[src/rtl/fifo_stream_reader.sv]
// Read-side controller for a sync FIFO in normal read mode: drains the FIFO into a
// 2-entry skid buffer and presents a valid/ready stream, counting delivered beats.
module fifo_stream_reader #(
  parameter int DW    = 8,
  parameter int CNT_W = 16
) (
  input  logic             clk,
  input  logic             rst_n,
  input  logic             flush,
  output logic             fifo_rd_en,
  input  logic [DW-1:0]    fifo_rd_data,
  input  logic             fifo_empty,
  output logic             m_valid,
  output logic [DW-1:0]    m_data,
  input  logic             m_ready,
  output logic [1:0]       buf_cnt,
  output logic [CNT_W-1:0] beat_cnt
);

  logic [DW-1:0] buf_mem [2];
  logic          hd;
  logic          inf;
  logic          run;
  logic [1:0]    occ;
  logic          pop;
  logic          cap;
  logic          wr_idx;
  logic [2:0]    pending;
  logic [1:0]    occ_nxt;

  assign pop = m_valid & m_ready;
  assign cap = inf & ~flush;

  // Slots committed once the in-flight read lands; only read when a slot is guaranteed.
  assign pending    = {1'b0, occ} + {2'b00, inf} - {2'b00, pop};
  assign fifo_rd_en = run & ~flush & ~fifo_empty & (pending < 3'd2);

  assign wr_idx  = hd ^ occ[0];
  assign occ_nxt = occ + {1'b0, cap} - {1'b0, pop};

  assign m_valid = (occ != 2'd0);
  assign m_data  = buf_mem[hd];
  assign buf_cnt = occ;

  // Control: run gate, in-flight flag, head pointer, occupancy, beat counter
  always_ff @(posedge clk or negedge rst_n) begin
    if (!rst_n) begin
      run      <= 1'b0;
      inf      <= 1'b0;
      hd       <= 1'b0;
      occ      <= 2'd0;
      beat_cnt <= '0;
    end else begin
      run      <= 1'b1;
      beat_cnt <= beat_cnt + {{(CNT_W-1){1'b0}}, pop};
      if (flush) begin
        inf <= 1'b0;
        hd  <= 1'b0;
        occ <= 2'd0;
      end else begin
        inf <= fifo_rd_en;
        occ <= occ_nxt;
        if (pop) hd <= ~hd;
      end
    end
  end

  // Data capture: returning read data lands behind the current head
  always_ff @(posedge clk or negedge rst_n) begin
    if (!rst_n) begin
      buf_mem[0] <= '0;
      buf_mem[1] <= '0;
    end else if (cap) begin
      buf_mem[wr_idx] <= fifo_rd_data;
    end
  end

endmodule
[config.mk]
export PLATFORM = sky130hd
export DESIGN_NAME = fifo_stream_reader
export DESIGN_NICKNAME = d
export VERILOG_FILES = /design/src/rtl/fifo_stream_reader.sv
export SDC_FILE = /design/constraint.sdc
export NUM_CORES = 1
export LEC_CHECK = 0
export ABC_AREA = 1
export CORE_MARGIN = 2
export CORE_UTILIZATION = 60
export CTS_BUF_LIST = sky130_fd_sc_hd__clkbuf_8
export CTS_CLUSTER_SIZE = 24
export DETAILED_ROUTE_END_ITERATION = 8
export DONT_BUFFER_PORTS = 1
export PLACE_DENSITY = 0.82
export RECOVER_POWER = 100
export SYNTH_ARGS = -nofsm -noshare
export SYNTH_HDL_FRONTEND = slang
export SYNTH_SLANG_ARGS = --single-unit
[constraint.sdc]
create_clock -name clk -period 2 [get_ports clk]
set_clock_uncertainty 0.15 [all_clocks]
set_input_delay 0.1 -clock clk [delete_from_list [all_inputs] [get_ports clk]]
set_output_delay 0.1 -clock clk [all_outputs]
set_load 0.005 [all_outputs]
==> results of run 1 <==
-- through the flow --
stage	cell area, um^2	utilization, %	hold WS [ps]
global route	2297	75.87	140.4
floorplan	1904	-	-345.6
finish	2297	75.87	118.0
CTS	2253	74.42	130.3
global placement	1942	64.13	-344.7
detailed placement	1942	64.13	-344.7
-- path summary, 6_finish.rpt --
path,cells after the start,slack (ps),endpoint
worst max register to register,11,160,beat_cnt[10]$_DFF_PN0_
worst max-delay path,9,-100,fifo_rd_en
worst min register to register,2,340,buf_mem[8]$_DFFE_PN0P_
worst min-delay path,4,120,beat_cnt[1]$_DFF_PN0_
max in group asynchronous,2,740,hd$_DFFE_PN0P_
min in group asynchronous,2,350,buf_mem[0]$_DFFE_PN0P_
-- kinds of logic after synthesis --
group / Yosys count / share of synthesized area (%)
AOI/OAI and AO/OA: 22 / 8.935
xor gates and xnor gates: 9 / 4.139
adders and majority gates: 5 / 3.680
buffers and inverters: 31 / 7.950
DFF: 37 / 48.62
other: 1 / 0.1969
and+or+nand+nor: 111 / 26.48
-- sequential cells by signal, indices dropped and copies added, names as in the netlist --
| name | cells |
|---|---|
| beat_cnt | 16 |
| run | 1 |
| buf_cnt | 2 |
| buf_mem | 16 |
| hd | 1 |
| inf | 1 |
-- cell type report --
| type | instances | area share, % |
|---|---|---|
| sequential | 37 | 40.36 |
| multi-input combinational | 148 | 37.53 |
| timing repair buffer | 26 | 10.13 |
| inverter | 27 | 4.521 |
| clock buffer | 6 | 3.595 |
| tap | 44 | 2.397 |
| clock inverter | 2 | 1.471 |
-- tightest hold or removal path, stage by stage --
cell	delay, ps
nand2_4	40
inv_2	60
ha_1	180
ha_1	140
-- per-layer routing --
layer	part of all wire (%)	GRT usage [%]	routed length, um	vias up
li1	-	-	-	724
met1	44	29.97	1703	654
met2	49	39.60	1893	37
met3	4.4	5.544	168	10
met4	2.0	10.16	76	0
met5	0	0	0	-
-- repair_timing --
item / CTS / global route
pin swaps: 1 / 4
setup endpoints to repair: 1 / 5
gates resized for setup: 3 / 7
hold buffers: 17 / 0
setup buffers: 1 / 4
hold endpoints to repair: 58 / 0
-- placed cells by master (no fill, tap or decap) --
master         count
nand2_4            4
a21oi_1            1
nand3_2            2
nand2_2            6
inv_4              1
dlygate4sd3_1     16
dfrtp_2            1
fa_1               1
inv_1             25
clkbuf_2           1
nor2_1            17
nand3b_1           1
ha_1               4
o21ai_2           16
o21ai_0            3
nand2_1           68
bufinv_16          1
xor2_2             1
nor2_2             2
nand3_1            4
o21ai_1            2
inv_2              2
nand4_1            3
xnor2_1            4
buf_4              9
nand3_4            1
dfrtp_1           36
nor2_4             3
xor2_1             4
clkbuf_8           6
conb_1             1
-- power breakdown --
part | switching, W | internal [W]
logic | 0.000510 | 0.000394
clock network | 0.000271 | 0.000401
registers | 0.000153 | 0.000944
==> results.ini, run 1 <==
[layout]
antennaDiodeCount=0
multiInputGateArea_um2=862.1
drive_above_1_share_pct=22.76
nets=263
seq_area_um2=927.1
nFillCells=217
instances_no_fill=290
synthToLayoutAreaGrowth_pct=20.63

[sta]
fmaxAchievable_ghz=0.4752
finalSetupViolations=1
worstMarginPinSlew_ps=904.7
rsz0062_at_grt=true
slew_viol_final=0
finalHoldViolCount=0
period_share_pct=105.2
slew_headroom_pct=39.69
fin_crit_ps=2105
fin_setup_tns_ps=-104.6
worst_slack_ps=-104.6

[synth]
yosys.area.top_type_share_pct=48.62
synth_ff_type=dfrtp_1
syn_area_per_cell_um2=8.816
ys_seq_area_share_pct=48.62
synth_top_area_cell=dfrtp_1
syn-cell-area_um2=1904
syn-num-nets=234
synth-async-reset-ratio_pct=100.0
synth_cells=216
synth_common_cells=nand2_1 (68), dfrtp_1 (37), inv_1 (25)
ys_seq_elements=37
ys_warn_count=0
ys_types=25
ys_top_cells_by_area=dfrtp_1 (49%), nand2_1 (13%), o21ai_2 (7.4%), inv_1 (4.9%), nor2_1 (3.9%)
synth_most_common_cell=nand2_1
synth_edf_count=0

[worst_setup_path]
path_class=flop to output pin
slowest_delay_ps=500
critPathLaunch=buf_cnt[0]$_DFF_PN0_
crit_arrival_ps=1850
crit_required_ps=1750
crit_path_start_kind=flop
end_kind=output pin
path_cells=inv_2, nand2_2, nand2_4, inv_2, nor2_1, o21ai_1, fa_1, nand3_2, nor2_4
critPathMostFrequentCell=inv_2
cp_max_fo=3
crit_family=adder cells
cp_num_buf_inv=2
worstReg2RegStart=buf_cnt[0]$_DFF_PN0_
crit_slowest_cell=fa_1

[placed_design]
dp_cells=260
place.gp.congestion=0.7666
port-buffer-count=0
pre_cts_slack_ps=105.0
hpwl_mm=2.405

[drt]
first_iter_violations=72
ant_nets=0
drt-pass1-iter-count=4
routed_via_density=4.914
vias=1425
drc_errors=0
wl_per_cell_um=13.24
postRouteWirelength_mm=3.841

[cts]
worstSkewPairLatency_ps=300
clock_path_buffers=2
clockRootBuffer=clkbuf_8
cts_tree=yes
numCtsBuffers=5
clock_sinks=37
cts.clk_slew.worst_paths_ps=70
h-tree-depth=2

[die]
die-area_um2=3640
boundaryPins=41
coreArea_um2=3028
row_count=20
die_h_um=60.34
fp.dieW_um=60.34
initial_core_util_pct=62.89

[power_and_ir_drop]
powerDensity_nw_per_um2=1164
total_power_w=0.002673
p_leak_nw=1.160
ir_drop_v=0.0007381

[grt]
antenna_found_initial=0
grt_pass1_vias=1428
grtUsageTotal_pct=23.85
grt_max_degree=38
gr-total-overflow=0
grt_pass1_wl_mm=6.320

[worst_hold_path]
hp-class=input pin to flop
min-delay-start=m_ready

[job]
maxCapViolCount=0

[run_status]
violations=setup timing
status=finished with violations

No activity file was read; power rests on OpenSTA's default activity.
==> run 2, diff against run 1 <==
CORE_UTILIZATION = 45   (was 60)
PLACE_DENSITY = 0.66   (was 0.82)
==> results.ini, run 2 (synthesized netlist as in run 1, its figures left out) <==
[die]
boundaryPins=41
fp.dieW_um=69.05
row_count=23
initial_core_util_pct=47.27
coreArea_um2=4029
die-area_um2=4768
die_h_um=69.05

[worst_setup_path]
critPathLaunch=buf_cnt[0]$_DFF_PN0_
end_kind=output pin
path_class=flop to output pin
cp_max_fo=5
slowest_delay_ps=500
path_cells=inv_2, nand2_2, nand2_4, inv_2, nor2_2, o21ai_2, fa_1, nand3_2, nor2_2
crit_path_start_kind=flop
crit_required_ps=1750
crit_slowest_cell=fa_1
crit_arrival_ps=1790
crit_family=adder cells
worstReg2RegStart=hd$_DFFE_PN0P_
cp_num_buf_inv=2

[run_status]
violations=setup timing
status=finished with violations

[sta]
period_share_pct=101.8
worst_slack_ps=-36.25
finalHoldViolCount=0
fmaxAchievable_ghz=0.4911
worstMarginPinSlew_ps=924.0
fin_crit_ps=2036
slew_viol_final=0
holdWs_ps=109.8
fin_setup_tns_ps=-36.25
slew_headroom_pct=38.40
finalSetupViolations=1
rsz0062_at_grt=true

[cts]
h-tree-depth=2
clock_sinks=37
worstSkewPairLatency_ps=290
clock_path_buffers=2
clockRootBuffer=clkbuf_8
cts.clk_slew.worst_paths_ps=80
numCtsBuffers=5
cts_tree=yes

[grt]
grt_max_degree=38
grtUsageTotal_pct=16.20
grt_pass1_vias=1415
gr-total-overflow=0
grt_pass1_wl_mm=6.210
antenna_found_initial=0

[power_and_ir_drop]
p_leak_nw=1.105
ir_drop_v=0.0005385
total_power_w=0.002380
powerDensity_nw_per_um2=1096

[drt]
drt-pass1-iter-count=4
wl_met3_um=138
routed_via_density=4.870
wl_per_cell_um=12.30
top_layer=met4
postRouteWirelength_mm=3.591
wl_met2_mm=1.734
m1WireLength_mm=1.645
drc_errors=0
vias=1422
ant_nets=0
first_iter_violations=66

[placed_design]
dp_cells=266
place.gp.congestion=0.7849
port-buffer-count=0
hpwl_mm=2.417

[worst_hold_path]
min-delay-start=m_ready
hp-class=input pin to flop

[layout]
drive_above_1_share_pct=15.70
antennaDiodeCount=0
instances_no_fill=292
nFillCells=396
seq_area_um2=925.9
final_common_cell=nand2_1
synthToLayoutAreaGrowth_pct=14.06
mostFrequentLayoutCells=nand2_1 (72), dfrtp_1 (37), inv_1 (25)
nets=259
multiInputGateArea_um2=794.5

[job]
maxCapViolCount=0

-- run 2: changes by cell type in the layout (fill, tap and decap cells not counted), moves of 2 or more --
cell,change
clkinv_2,+2
nand3_1,+2
buf_4,-4
nand2_1,+4
o21ai_0,+7
o21ai_2,-6
nand2_2,-3
-- run 2: worst paths after layout --
path                            slack (ps)  cells past startpoint                endpoint
worst min-delay path                   110                      4   beat_cnt[1]$_DFF_PN0_
worst min register to register         330                      2  buf_mem[5]$_DFFE_PN0P_
max in group asynchronous              760                      2  beat_cnt[10]$_DFF_PN0_
worst max-delay path                   -40                      9              fifo_rd_en
worst max register to register         120                      7  buf_mem[8]$_DFFE_PN0P_
min in group asynchronous              350                      2  buf_mem[3]$_DFFE_PN0P_
-- run 2: where the power goes --
part | total, W | internal, W | leakage (nW) | switching [W]
clock | 0.000501 | 0.000236 | 0.0491 | 0.000264
sequential | 0.00108 | 0.000942 | 0.491 | 0.000135
combinational | 0.000801 | 0.000348 | 0.564 | 0.000453
total | 0.00238 | 0.00153 | 1.10 | 0.000853
-- run 2: worst min-delay path: stages --
cell and delay (ps):
nand2_4 50, inv_2 60, ha_1 180, ha_1 130
-- run 2: layout make-up --
type                    count  area share, %
repair buffers             22          9.332
inverters                  27          4.781
clock buffers               5          3.168
clock inverters             3         0.6336
well taps                  50          2.880
flip-flops and latches     37          42.63
multi-input cells         148          36.58
-- run 2: what timing repair did --
item,4_1_cts,5_1_grt
hold buffers,17,0
gates resized for setup,5,2
setup buffers,1,0
gates cloned,0,0
pin swaps,1,0
endpoints found under the setup margin,1,1
endpoints found under the hold margin,58,0
-- run 2: through the flow --
step | worst slack [ps] | instance area [um^2] | util, %
floorplan | 118.8 | 1904 | -
global placement | 181.0 | 1949 | 48.39
detailed placement | 131.6 | 1949 | 48.39
finish | -36.25 | 2172 | 53.91
CTS | -59.12 | 2235 | 55.47
global route | -155.3 | 2172 | 53.91
-- run 2: per-layer routing --
layer	GRT usage, %	up-vias
met5	0	-
met4	7.407	0
met3	4.532	7
met2	26.07	29
met1	20.21	672
li1	-	714
